<file path="src/rtl/fpu_addsub_issue.sv">
// ---------------------------------------------------------------------------
// fpu_addsub_issue
//
// Issue and writeback stage for the combinational single-precision adder.
// The decode stage pushes fadd/fsub/fneg/fabs requests into a small circular
// queue. The queue head drives the adder operands. The adder result, or the
// locally computed fneg/fabs value, is captured into a result register. That
// register is handed to writeback over a valid/ready handshake. The adder is
// not instantiated here; add_x1/add_x2/add_y are wired to it at the top level.
//
// Parameters:
//   DEPTH  request queue entries (1..8)
//   TAG_W  destination register tag width
//
// Ports:
//   clk, rstn        clock, asynchronous active-low reset
//   flush            synchronous flush, highest priority
//   in_valid/ready   request handshake (in_ready = queue not full)
//   in_op            00 fadd, 01 fsub, 10 fneg, 11 fabs
//   in_a, in_b       IEEE-754 single operands (in_b unused for fneg/fabs)
//   in_tag           destination tag
//   add_x1, add_x2   adder operands driven from the queue head
//   add_y            adder result (combinational)
//   out_valid/ready  result handshake
//   out_data/tag     registered result and tag
//   busy             queue non-empty or result pending
//
// Optional feature (macro FPU_ADDSUB_FTZ_EN):
//   When defined, fadd/fsub operands and results with a zero exponent are
//   flushed to signed zero. When undefined, subnormals pass unmodified.
// ---------------------------------------------------------------------------
module fpu_addsub_issue #(
    parameter int DEPTH = 2,
    parameter int TAG_W = 6
) (
    input  logic             clk,
    input  logic             rstn,
    input  logic             flush,
    input  logic             in_valid,
    output logic             in_ready,
    input  logic [1:0]       in_op,
    input  logic [31:0]      in_a,
    input  logic [31:0]      in_b,
    input  logic [TAG_W-1:0] in_tag,
    output logic [31:0]      add_x1,
    output logic [31:0]      add_x2,
    input  logic [31:0]      add_y,
    output logic             out_valid,
    input  logic             out_ready,
    output logic [31:0]      out_data,
    output logic [TAG_W-1:0] out_tag,
    output logic             busy
);

    typedef enum logic [1:0] {
        OP_FADD = 2'b00,
        OP_FSUB = 2'b01,
        OP_FNEG = 2'b10,
        OP_FABS = 2'b11
    } op_e;

    localparam int PTR_W = (DEPTH > 1) ? $clog2(DEPTH) : 1;
    localparam int CNT_W = $clog2(DEPTH + 1);
    localparam logic [CNT_W-1:0] CNT_FULL = CNT_W'(DEPTH);
    localparam logic [PTR_W-1:0] PTR_LAST = PTR_W'(DEPTH - 1);

`ifdef FPU_ADDSUB_FTZ_EN
    // Replace a zero-exponent value (zero or subnormal) by signed zero.
    function automatic logic [31:0] ftz(input logic [31:0] v);
        return (v[30:23] == 8'h00) ? {v[31], 31'b0} : v;
    endfunction
`endif

    // Queue storage and control
    logic [31:0]      r_mem_a   [DEPTH];
    logic [31:0]      r_mem_b   [DEPTH];
    op_e              r_mem_op  [DEPTH];
    logic [TAG_W-1:0] r_mem_tag [DEPTH];

    logic [PTR_W-1:0] r_wptr;
    logic [PTR_W-1:0] r_rptr;
    logic [CNT_W-1:0] r_count;

    logic             r_out_valid;
    logic [31:0]      r_out_data;
    logic [TAG_W-1:0] r_out_tag;

    logic             w_full;
    logic             w_head_valid;
    logic             w_push;
    logic             w_adv;
    logic [31:0]      w_head_a;
    logic [31:0]      w_head_b;
    op_e              w_head_op;
    logic [TAG_W-1:0] w_head_tag;
    logic [31:0]      w_x1;
    logic [31:0]      w_x2;
    logic [31:0]      w_result;

    assign w_full       = (r_count == CNT_FULL);
    assign w_head_valid = (r_count != '0);
    assign w_push       = in_valid && !w_full;
    assign w_adv        = w_head_valid && (!r_out_valid || out_ready);

    assign w_head_a   = r_mem_a[r_rptr];
    assign w_head_b   = r_mem_b[r_rptr];
    assign w_head_op  = r_mem_op[r_rptr];
    assign w_head_tag = r_mem_tag[r_rptr];

    // Storage needs no reset: an entry is only read while the count covers it.
    always_ff @(posedge clk) begin
        if (w_push && !flush) begin
            r_mem_a[r_wptr]   <= in_a;
            r_mem_b[r_wptr]   <= in_b;
            r_mem_op[r_wptr]  <= op_e'(in_op);
            r_mem_tag[r_wptr] <= in_tag;
        end
    end

    always_ff @(posedge clk or negedge rstn) begin
        if (!rstn) begin
            r_wptr  <= '0;
            r_rptr  <= '0;
            r_count <= '0;
        end else if (flush) begin
            r_wptr  <= '0;
            r_rptr  <= '0;
            r_count <= '0;
        end else begin
            if (w_push) begin
                r_wptr <= (r_wptr == PTR_LAST) ? '0 : r_wptr + PTR_W'(1);
            end
            if (w_adv) begin
                r_rptr <= (r_rptr == PTR_LAST) ? '0 : r_rptr + PTR_W'(1);
            end
            if (w_push && !w_adv) begin
                r_count <= r_count + CNT_W'(1);
            end else if (!w_push && w_adv) begin
                r_count <= r_count - CNT_W'(1);
            end
        end
    end

    // Adder feed from the queue head; idle (all zero) for empty queue or fneg/fabs.
    always_comb begin
        w_x1 = '0;
        w_x2 = '0;
        if (w_head_valid) begin
            case (w_head_op)
                OP_FADD: begin
                    w_x1 = w_head_a;
                    w_x2 = w_head_b;
                end
                OP_FSUB: begin
                    w_x1 = w_head_a;
                    w_x2 = {~w_head_b[31], w_head_b[30:0]};
                end
                default: begin
                    w_x1 = '0;
                    w_x2 = '0;
                end
            endcase
        end
`ifdef FPU_ADDSUB_FTZ_EN
        // Applied after the fsub sign flip so the flushed zero keeps the flipped sign.
        w_x1 = ftz(w_x1);
        w_x2 = ftz(w_x2);
`endif
    end

    assign add_x1 = w_x1;
    assign add_x2 = w_x2;

    // Value captured into the result register on advance
    always_comb begin
        w_result = '0;
        case (w_head_op)
            OP_FNEG: w_result = {~w_head_a[31], w_head_a[30:0]};
            OP_FABS: w_result = {1'b0, w_head_a[30:0]};
            default: begin
`ifdef FPU_ADDSUB_FTZ_EN
                w_result = ftz(add_y);
`else
                w_result = add_y;
`endif
            end
        endcase
    end

    always_ff @(posedge clk or negedge rstn) begin
        if (!rstn) begin
            r_out_valid <= 1'b0;
            r_out_data  <= '0;
            r_out_tag   <= '0;
        end else if (flush) begin
            r_out_valid <= 1'b0;
        end else if (w_adv) begin
            r_out_valid <= 1'b1;
            r_out_data  <= w_result;
            r_out_tag   <= w_head_tag;
        end else if (out_ready) begin
            r_out_valid <= 1'b0;
        end
    end

    assign in_ready  = !w_full;
    assign out_valid = r_out_valid;
    assign out_data  = r_out_data;
    assign out_tag   = r_out_tag;
    assign busy      = w_head_valid || r_out_valid;

endmodule

</file>
<file path="config.mk">
export PLATFORM = sky130hd
export DESIGN_NAME = fpu_addsub_issue
export DESIGN_NICKNAME = d
export VERILOG_FILES = /design/src/rtl/fpu_addsub_issue.sv
export SDC_FILE = /design/constraint.sdc
export NUM_CORES = 1
export LEC_CHECK = 0
export BUFFER_PORTS_ARGS = -buffer_cell sky130_fd_sc_hd__buf_2
export CAP_MARGIN = 20
export CORE_ASPECT_RATIO = 1.75
export CORE_UTILIZATION = 40
export CTS_BUF_LIST = sky130_fd_sc_hd__clkbuf_8
export CTS_CLUSTER_SIZE = 28
export DETAILED_ROUTE_END_ITERATION = 8
export PLACE_DENSITY = 0.72
export SKIP_LAST_GASP = 1
export SLEW_MARGIN = 20
export SYNTH_ARGS = -nofsm -noshare
export SYNTH_HDL_FRONTEND = slang
export SYNTH_SLANG_ARGS = --single-unit
export TNS_END_PERCENT = 1
</file>
<file path="constraint.sdc">
create_clock -name clk -period 20.4 [get_ports clk]
set_input_delay 1.02 -clock clk [delete_from_list [all_inputs] [get_ports clk]]
set_output_delay 1.02 -clock clk [all_outputs]
set_load 0.01 [all_outputs]
</file>
# Yosys cells after proc, flatten, opt, wreduce, memory -nomap -nowiden
# Memories as Yosys holds them, arrays and structs flattened. A register that Yosys moved wholly into a read port is not among the register bits.
# Cells that the tools add are included.
# totals
regBits	37
ramBits	144
out_inout_bits	105
wordCells	60
memories	4
# classes
add_sub_neg	4
eq_ne	4
n_mux	19
n_bitwise	3
reduce_logical	21
# mem_list
name	words	width	rd	rd_clocked_by_memory_dff	wr	line_no	source
r_mem_a	2	32	1	0	1	75	logic [31:0] r_mem_a [DEPTH];
r_mem_b	2	32	1	0	1	76	logic [31:0] r_mem_b [DEPTH];
r_mem_tag	2	6	1	1	1	78	logic [TAG_W-1:0] r_mem_tag [DEPTH];
r_mem_op	2	2	1	0	1	77	op_e r_mem_op [DEPTH];
# op_table
op	count
$pmux 32 s2	2
$mux 32	3
$mux 1	11
$eq 2x2->1 const B	3
$logic_not 1->1	6
$mux 2	3
$reduce_bool 2->1	3
$reduce_bool 3->1	2
$logic_and 1x1->1	5
$not 1->1	3
$add 1x1->1 const B	2
$add 2x1->2 const B	1
$eq 2x1->1 const B	1
$logic_not 2->1	1
$logic_or 1x1->1	2
$reduce_and 2->1	1
$reduce_or 2->1	1
$sub 2x1->2 const B	1

# Logic depth before layout (Yosys ltp)
# Gate-level depths: netlist of the first run.
# depth
depth_word	8
ltp_mapped	7

# Least setup slack after synthesis of the first run
# No wires, ideal clock.
# synth_path
path_kind	input -> register
start	input port flush
end	memory r_mem_a[1][0] (enable)
arrival_ns	6.467
t_required_ns	19.795
path_slack_ns	13.327
cell_stages	2
n_path_buf	1
cell_sequence	clkbuf_1 > nor3b_1
# synth_between
elab_chain_cells	4
# synth_lines
item	line_no	source
from (decl)	38	input logic flush,
$logic_not 1->1	112	if (w_push && !flush) begin
$logic_and 1x1->1	112	
$mux 1	112	
$mux 1 (not written as such)	113	r_mem_a[r_wptr] <= in_a;
to (decl)	75	
# No other way between the ends.

# Final worst setup path of the first run
# layout_path
start	register r_rptr
end	output port add_x2[31]
# layout_between
elab_chain_cells	4
elab_cells_between_ends	7
classes_between	eq/ne (1); mux (2); bitwise (1); reduce/logical (1); memory (2)
# layout_lines
item	line_no	source
from (decl)	81	logic [PTR_W-1:0] r_rptr;
from (signal assigned)	134	r_rptr <= (r_rptr == PTR_LAST) ? '0 : r_rptr + PTR_W'(1);
$mem_v2 2x2 or $mem_v2 2x32 (tied branches)	n/a	
$eq 2x1->1 (tied with other cells)	149	case (w_head_op)
$pmux 32 s2 *	149	
$mux 32 *	148	if (w_head_valid) begin
to (decl)	46	output logic [31:0] add_x2,
# Every way passes the cells marked *; elsewhere a longest branch is shown, timed or not.

==> metrics.md, run 1 <==
| Metric | Value |
|---|---|
| Outcome | `completed` |
| Final Hold Fails | `0` |
| Max-cap violations | `0` |
| Post-route minimum period | `4260 ps` |
| Post-synth EDFFs | `144` |
| Core area | `18100 um^2` |
| RSZ-0062 raised after global routing | `false` |
| NumNets Final | `838` |
| Fin Clk Skew | `16.6 ps` |
| Drt pass-1 iters | `4` |
| CTS Hold Bufs | `0` |
| Top post-synthesis cells by area | `edfxtp_1 58%, dfrtp_1 14%, mux2i_1 9.3%` |
| Most used DFF post-synth | `edfxtp_1` |
| Die width | `105 um` |
| Root buf cell | `clkbuf_8` |
| Clock Path Buffers | `2` |
| Die height | `182 um` |
| Io pins | `214` |
| Setup violations, final | `0` |
| M2 GR Usage | `0.303` |
| Clk_lat worst skew | `450 ps` |
| Actual slew at the worst max-slew pin | `915 ps` |
| Area Overhead vs Synth | `21.2%` |
| Routability Congestion | `0.767` |
| Post-synthesis register bit count | `187` |
| Slowest CP cell | `dfrtp_4` |
| Crit path cell chain | `mux2_4, or2_4, a211oi_1, buf_2` |
| Yosys cell types | `31` |
| Drt via density | `4.75` |
| ANT nets after route | `0` |
| Routed len/inst | `15.8 um` |
| Multi-input gate area | `1840 um^2` |
| FF-to-FF Start | `r_rptr` |
| Slowest stage delay, CP | `900 ps` |
| Cts repair resizes | `0` |
| Seq/Total Area, Yosys | `0.727` |
| Setup crit start kind | `flop` |
| Cell family with most CP delay | `flip-flops` |
| Die area | `19100 um^2` |
| Worst-path maximum fanout | `65` |
| Mapped Cells | `524` |
| Final period util | `0.209` |
| Area share of the largest cell type after synthesis | `0.582` |
| Worst Path Buf+Inv | `1` |
| Final Max Tran Viols | `0` |
| Slew headroom | `0.390` |
| Initial antenna violation count | `1` |
| Register area | `5400 um^2` |
| Fill cells | `1638` |
| Setup bufs post-CTS | `0` |
| Setup CP Type | `reg2out` |
| Most frequent cells after synthesis | `144 x edfxtp_1, 71 x nand2_1, 69 x mux2i_1` |
| Required @ worst endpoint | `19380 ps` |
| Most common cell in the netlist | `edfxtp_1` |
| WP data arrival | `3240 ps` |
| Async SR Flop Fraction | `0.230` |
| Highest clock rate | `235 MHz` |
| Port-buffer cells | `213` |
| Met3 Use GR | `0.0436` |
| DR vias | `4636` |
| Global-route wire length before repair | `23600 um` |
| Worst min path class | `reg2reg` |
| Met1 Resource Use GR | `0.173` |
| GR Overflow Total | `0` |
| Row count | `65` |
| Initial DRC count | `217` |
| Initial core utilization | `0.410` |
| Crit path from | `r_rptr` |
| Setup TNS | `0 ps` |
| Clock sink count | `187` |
| GR peak layer | `met2` |
| CTS tree | `built` |
| DR DRC count | `0` |
| Crit end category | `output pin` |
| Yosys top cell by area | `edfxtp_1` |
| Largest net degree at the start of global routing | `77` |
| Layout cells sized above 1 | `0.356` |
| Warnings from Yosys | `0` |
| CTS HTree Levels | `4` |
| CTS buffer count | `17` |
| Netlist Area Pre-Place | `7430 um^2` |
| Syn Area/Cell | `14.2 um^2` |
| GR Util All Layers | `0.165` |
| P_leak | `3.67 nW` |
| Worst vdd ir | `0.0416 mV` |
| Hpwl dp | `10400 um` |
| Clk slew on worst S/H paths | `100 ps` |
| Vias in the first global route | `4767` |
| Pwr Density | `88.8 nW/um^2` |
| Hold Crit Start | `out_data[26]` |
| Syn_nets | `633` |
| Power Total | `800 uW` |
| Total Routed Length | `15400 um` |
==> state kept, by name (all words and copies together), names as in the netlist <==
| signal | flops |
|---|---|
| r_count | 2 |
| out_data | 32 |
| out_valid | 1 |
| r_wptr | 1 |
| r_mem_op | 4 |
| r_rptr | 1 |
| out_tag | 6 |
| r_mem_a | 64 |
| r_mem_tag | 12 |
| r_mem_b | 64 |
==> worst reg2reg max path: cells and delay by family (launching register included) <==
| kind | cells | cell delay, ps |
|---|---|---|
| AO/OA/AOI/OAI | 2 | 180 |
| buffers and inverters | 1 | 660 |
| flip-flops | 1 | 900 |
| multiplexers | 1 | 510 |
| AND/OR/NAND/NOR | 1 | 90 |
==> through the flow <==
step	area, um^2	setup WS [ps]	hold WS (ps)	std cells	utilization
5_1_grt	9010	15870	507	977	0.497
4_1_cts	9000	15990	490	976	0.496
2_1_floorplan	7430	13330	491	524	-
3_5_place_dp	8640	16500	468	944	0.476
6_report	9010	16140	481	977	0.497
3_3_place_gp	8640	16500	457	944	0.476
==> logic make-up after synthesis <==
group                  after synthesis  share of synthesized area
flip-flops                         187                      0.727
AND/OR/NAND/NOR                    155                     0.0936
AO/OA/AOI/OAI                       77                     0.0537
multiplexers                        70                     0.0950
buffers and inverters               32                     0.0274
XOR/XNOR                             3                    0.00354
==> metal layers <==
metal,vias up,part of all wire
li1,2286,-
met4,0,0.031
met2,143,0.53
met3,22,0.051
met1,2185,0.38
met5,-,0
==> cell type report <==
cell class              count  area share
diodes                      1    0.000278
clock buffers              17      0.0260
clock inverters            15      0.0142
multi-input cells         305       0.204
flip-flops and latches    187       0.600
well taps                 234      0.0325
repair buffers            218       0.123
==> power breakdown <==
group | internal [mW] | total [mW] | switching, mW
Sequential | 0.443 | 0.459 | 0.0161
Combinational | 0.0470 | 0.114 | 0.0675
Clock | 0.0966 | 0.227 | 0.130
Total | 0.586 | 0.800 | 0.214
==> final timing paths <==
kind                                 to  slack (ps)  cells past startpoint
max                          add_x2[31]       16140                      4
min                        out_data[26]         480                      2
max in group asynchronous        r_rptr       19390                      1
min in group asynchronous   out_data[2]         560                      1
min reg2reg                out_data[26]         480                      2
max reg2reg                out_data[21]       17930                      5
==> layout by cell type, fill, tap and decap left out, drive strengths merged, types with 2 or more instances in the layout <==
cell      synthesis  routed
dfrtp            43      43
clkinv            0       4
mux2i            69      69
buf              24     218
clkinvlp          0       4
or3               3       3
nor3b             3       3
inv               0       6
nor2             70      70
xor2              2       2
nand2            71      71
edfxtp          144     144
a21oi             3       3
nand2b            3       3
o21ai            70      70
clkbuf            8      17
Note: power is estimated with default switching activity, not from simulation.
==> inputs of run 2 (changes only) <==
- clock period: 20.4 -> 4.16 ns (I/O delays scaled with it)
==> metrics.md, run 2 (synthesis results as in run 1) <==
| Metric | Value |
|---|---|
| RSZ-0062 raised after global routing | `false` |
| Slew headroom | `0.339` |
| GR Util All Layers | `0.179` |
| DR vias | `5070` |
| Total Routed Length | `16900 um` |
| Initial core utilization | `0.410` |
| Setup Slack @ Placement | `1290 ps` |
| Worst-path maximum fanout | `65` |
| ANT nets after route | `0` |
| Fin util | `0.538` |
| CTS buffer count | `17` |
| Row count | `65` |
| Hold Crit Start | `add_y[17]` |
| Setup ws final | `881 ps` |
| FF-to-FF Start | `r_rptr` |
| Clock sink count | `187` |
| Largest net degree at the start of global routing | `77` |
| Fill cells | `1549` |
| Area Overhead vs Synth | `31.4%` |
| Layout cells sized above 1 | `0.326` |
| Die width | `105 um` |
| Clock Path Buffers | `2` |
| Crit end category | `output pin` |
| Setup CP Type | `reg2out` |
| Fin Clk Skew | `19.1 ps` |
| Max-cap violations | `0` |
| Final Max Tran Viols | `0` |
| Worst min path class | `in2reg` |
| Hpwl dp | `10400 um` |
| Core area | `18100 um^2` |
| Post-DP Area | `8650 um^2` |
| Die area | `19100 um^2` |
| Required @ worst endpoint | `3950 ps` |
| P_leak | `3.99 nW` |
| GR Overflow Total | `0` |
| Clk slew on worst S/H paths | `100 ps` |
| Final period util | `0.788` |
| Worst vdd ir | `0.225 mV` |
| Final Hold Fails | `0` |
| Most frequent cells in the layout | `212 x buf_2, 144 x edfxtp_1, 73 x dlygate4sd3_1, 71 x nand2_1, 69 x mux2i_1` |
| Highest clock rate | `305 MHz` |
| Global-route wire length before repair | `26100 um` |
| Clk_lat worst skew | `450 ps` |
| Most common cell after layout, fill and taps aside | `buf_2` |
| NumNets Final | `911` |
| Vias in the first global route | `5241` |
| Outcome | `completed` |
| Initial DRC count | `230` |
| Io pins | `214` |
| Post-route minimum period | `3280 ps` |
| Drt via density | `4.81` |
| Actual slew at the worst max-slew pin | `991 ps` |
| CTS HTree Levels | `4` |
| CTS tree | `built` |
| Setup violations, final | `0` |
| Crit path from | `r_rptr` |
| Initial antenna violation count | `3` |
| Finished Cell Area | `9760 um^2` |
| Pwr Density | `413 nW/um^2` |
| Die height | `182 um` |
| Drt pass-1 iters | `4` |
| Setup bufs post-CTS | `0` |
| WP data arrival | `3070 ps` |
| Routed len/inst | `16.0 um` |
| Setup crit start kind | `flop` |
| Routability Congestion | `0.824` |
| Port-buffer cells | `213` |
| Root buf cell | `clkbuf_8` |
| DR DRC count | `0` |
==> run 2: changes by cell type in the layout (fill, tap and decap cells not counted), sizes merged <==
cell,before,now
clkinv,4,1
inv,6,10
dlygate4sd3,0,73
clkinvlp,4,3
diode,1,4
==> run 2: power by group <==
group,leakage [nW],internal [mW],switching [mW],total (mW)
clock,0.191,0.489,0.669,1.16
sequential,1.85,2.17,0.0715,2.24
combinational,1.94,0.276,0.357,0.634
total,3.99,2.94,1.10,4.03
==> run 2: stage by stage <==
step                power [mW]  TNS, ps  hold WS, ps  instances
finish                    4.03        0         70.7       1053
global route              4.24        0         23.9       1052
CTS                       4.08        0         26.7       1049
detailed placement        2.87        0          399        944
global placement          2.85        0          396        944
floorplan                 2.61  -146980        -87.6        524
==> run 2: critical path, cell delays in order (launching register included) <==
cell and delay, ps:
dfrtp_4 680, mux2_4 640, or2_4 860, nor2_1 200
buf_2 200
==> run 2: layout make-up <==
class / instances / area [um^2] / area share
Timing Repair Buffer: 291 / 1840 / 0.188
Clock inverter: 15 / 140 / 0.0144
Clock buffer: 17 / 234 / 0.0240
Antenna cell: 4 / 10.0 / 0.00103
Multi-Input combinational cell: 305 / 1850 / 0.189
Tap cell: 234 / 293 / 0.0300
Sequential cell: 187 / 5400 / 0.554
==> run 2: what timing repair did <==
| action | CTS | global route |
|---|---|---|
| gates resized for setup | 0 | 0 |
| hold endpoints to repair | 187 | 0 |
| hold buffers | 73 | 0 |
==> run 2: final timing paths <==
path	to	slack, ps	depth (start not counted)
min	out_data[17]	70	3
max in group asynchronous	r_rptr	3410	2
max	add_x2[28]	880	4
min reg2reg	out_data[26]	480	2
min in group asynchronous	out_data[6]	320	2
max reg2reg	out_data[21]	1720	5
==> run 2: routing by layer <==
| metal | GRT usage | share of wire | up-vias |
|---|---|---|---|
| li1 | - | - | 2440 |
| met1 | 0.188 | 0.38 | 2428 |
| met2 | 0.340 | 0.55 | 179 |
| met3 | 0.0354 | 0.042 | 23 |
| met4 | 0.0772 | 0.026 | 0 |
| met5 | 0 | 0 | - |
==> inputs of run 3 (changes only) <==
- clock period: 4.16 -> 3.23 ns (I/O delays scaled with it)
==> metrics.md, run 3 (synthesis results as in run 1) <==
| Metric | Value |
|---|---|
| Final Max Tran Viols | `0` |
| Final hold slack | `27.4 ps` |
| Actual slew at the worst max-slew pin | `966 ps` |
| Clk network pwr share | `0.330` |
| Row count | `65` |
| Hpwl dp | `10700 um` |
| Sw Ratio | `0.258` |
| Area Overhead vs Synth | `34.6%` |
| RSZ-0062 raised after global routing | `false` |
| Worst-path maximum fanout | `64` |
| Flop pwr share | `0.519` |
| Total Routed Length | `17000 um` |
| Worst vdd ir | `0.365 mV` |
| Comb pwr share | `0.151` |
| Outcome | `completed` |
| Slew headroom | `0.356` |
| Die area | `19100 um^2` |
| Highest clock rate | `392 MHz` |
| Initial DRC count | `226` |
| Crit end category | `output pin` |
| Most frequent cells in the layout | `212 x buf_2, 144 x edfxtp_1, 84 x dlygate4sd3_1, 71 x nand2_1, 69 x mux2i_1` |
| Setup violations, final | `0` |
| Worst min path class | `in2reg` |
| DR vias | `5036` |
| Post-route minimum period | `2550 ps` |
| Die height | `182 um` |
| DR DRC count | `0` |
| Clock sink count | `187` |
| Crit path from | `r_rptr` |
| Largest net degree at the start of global routing | `77` |
| Port-buffer cells | `213` |
| Clk slew on worst S/H paths | `100 ps` |
| Layout cells sized above 1 | `0.325` |
| Fin Clk Skew | `18.3 ps` |
| FF-to-FF Start | `r_count[0]` |
| CTS buffer count | `17` |
| Required @ worst endpoint | `3070 ps` |
| Hold Crit Start | `flush` |
| Setup CP Type | `reg2out` |
| NetSw | `1.43 mW` |
| ANT nets after route | `0` |
| Max-cap violations | `0` |
| Power Total | `5.56 mW` |
| Global-route wire length before repair | `26200 um` |
| Die width | `105 um` |
| Final Hold Fails | `0` |
| Initial antenna violation count | `1` |
| Final period util | `0.789` |
| Vias in the first global route | `5263` |
| Clk_lat worst skew | `450 ps` |
| GR Overflow Total | `0` |
| CTS tree | `built` |
| P_int | `4.12 mW` |
| Drt via density | `4.74` |
| Io pins | `214` |
| Pwr Density | `556 nW/um^2` |
| Setup TNS | `0 ps` |
| Clock Path Buffers | `2` |
| NumNets Final | `924` |
| CTS HTree Levels | `4` |
| WP data arrival | `2390 ps` |
| Setup crit start kind | `flop` |
| Routability Congestion | `0.805` |
| Routed len/inst | `16.0 um` |
| Setup bufs post-CTS | `0` |
| Drt pass-1 iters | `4` |
| Core area | `18100 um^2` |
| P_leak | `4.09 nW` |
| Root buf cell | `clkbuf_8` |
| Most common cell after layout, fill and taps aside | `buf_2` |
| Initial core utilization | `0.410` |
| GR Util All Layers | `0.182` |
| Cts repair resizes | `0` |
[run 3: final timing paths]
kind	slack (ps)	endpoint	depth (start not counted)
setup / recovery	680	add_x2[31]	4
hold / removal	30	r_rptr	2
setup reg to reg	1250	r_mem_a[1][18]	4
hold reg to reg	480	out_data[11]	2
max in group asynchronous	2530	r_rptr	2
min in group asynchronous	250	out_data[31]	2
[run 3: power by group through the flow]
| stage | combinational (mW) | clock, mW | sequential [mW] |
|---|---|---|---|
| after floorplan | 0.377 | 0 | 2.99 |
| after global placement | 0.744 | 0 | 2.93 |
| after CTS | 0.846 | 1.89 | 2.88 |
| final | 0.839 | 1.84 | 2.88 |
| after global routing | 0.926 | 1.98 | 2.90 |
| after detailed placement | 0.763 | 0 | 2.94 |
[run 3: final cells by class]
type | count | area [um^2]
diodes | 1 | 2.50
clock buffers | 18 | 248
clock inverters | 14 | 228
fillers | 1499 | 8140
multi-input cells | 305 | 1850
flip-flops and latches | 187 | 5400
well taps | 234 | 293
repair buffers | 304 | 1970
[run 3: critical path: stages, from the launching register on]
cell      delay, ps
dfrtp_4         570
mux2_4          330
or2_4           530
a211oi_1        290
buf_2           180
[run 3: what timing repair did]
| item | CTS | global route |
|---|---|---|
| hold buffers | 84 | 0 |
| endpoints found under the setup margin | 0 | 0 |
| endpoints found under the hold margin | 198 | 0 |
[run 3: layer usage]
| metal | global-route usage | up-vias | routed length, um |
|---|---|---|---|
| met4 | 0.0811 | 0 | 491 |
| met3 | 0.0386 | 30 | 659 |
| met2 | 0.352 | 153 | 9500 |
| met1 | 0.183 | 2397 | 6340 |
| met5 | 0 | - | 0 |
| li1 | - | 2456 | - |
[run 3: per-stage QoR]
stage	worst slack [ps]	area (um^2)	instances	utilization
3_5_place_dp	1190	8680	946	0.479
4_1_cts	656	10000	1062	0.551
6_report	681	10000	1063	0.551
3_3_place_gp	1210	8680	946	0.479
2_1_floorplan	-801	7450	524	-
5_1_grt	531	10000	1063	0.551
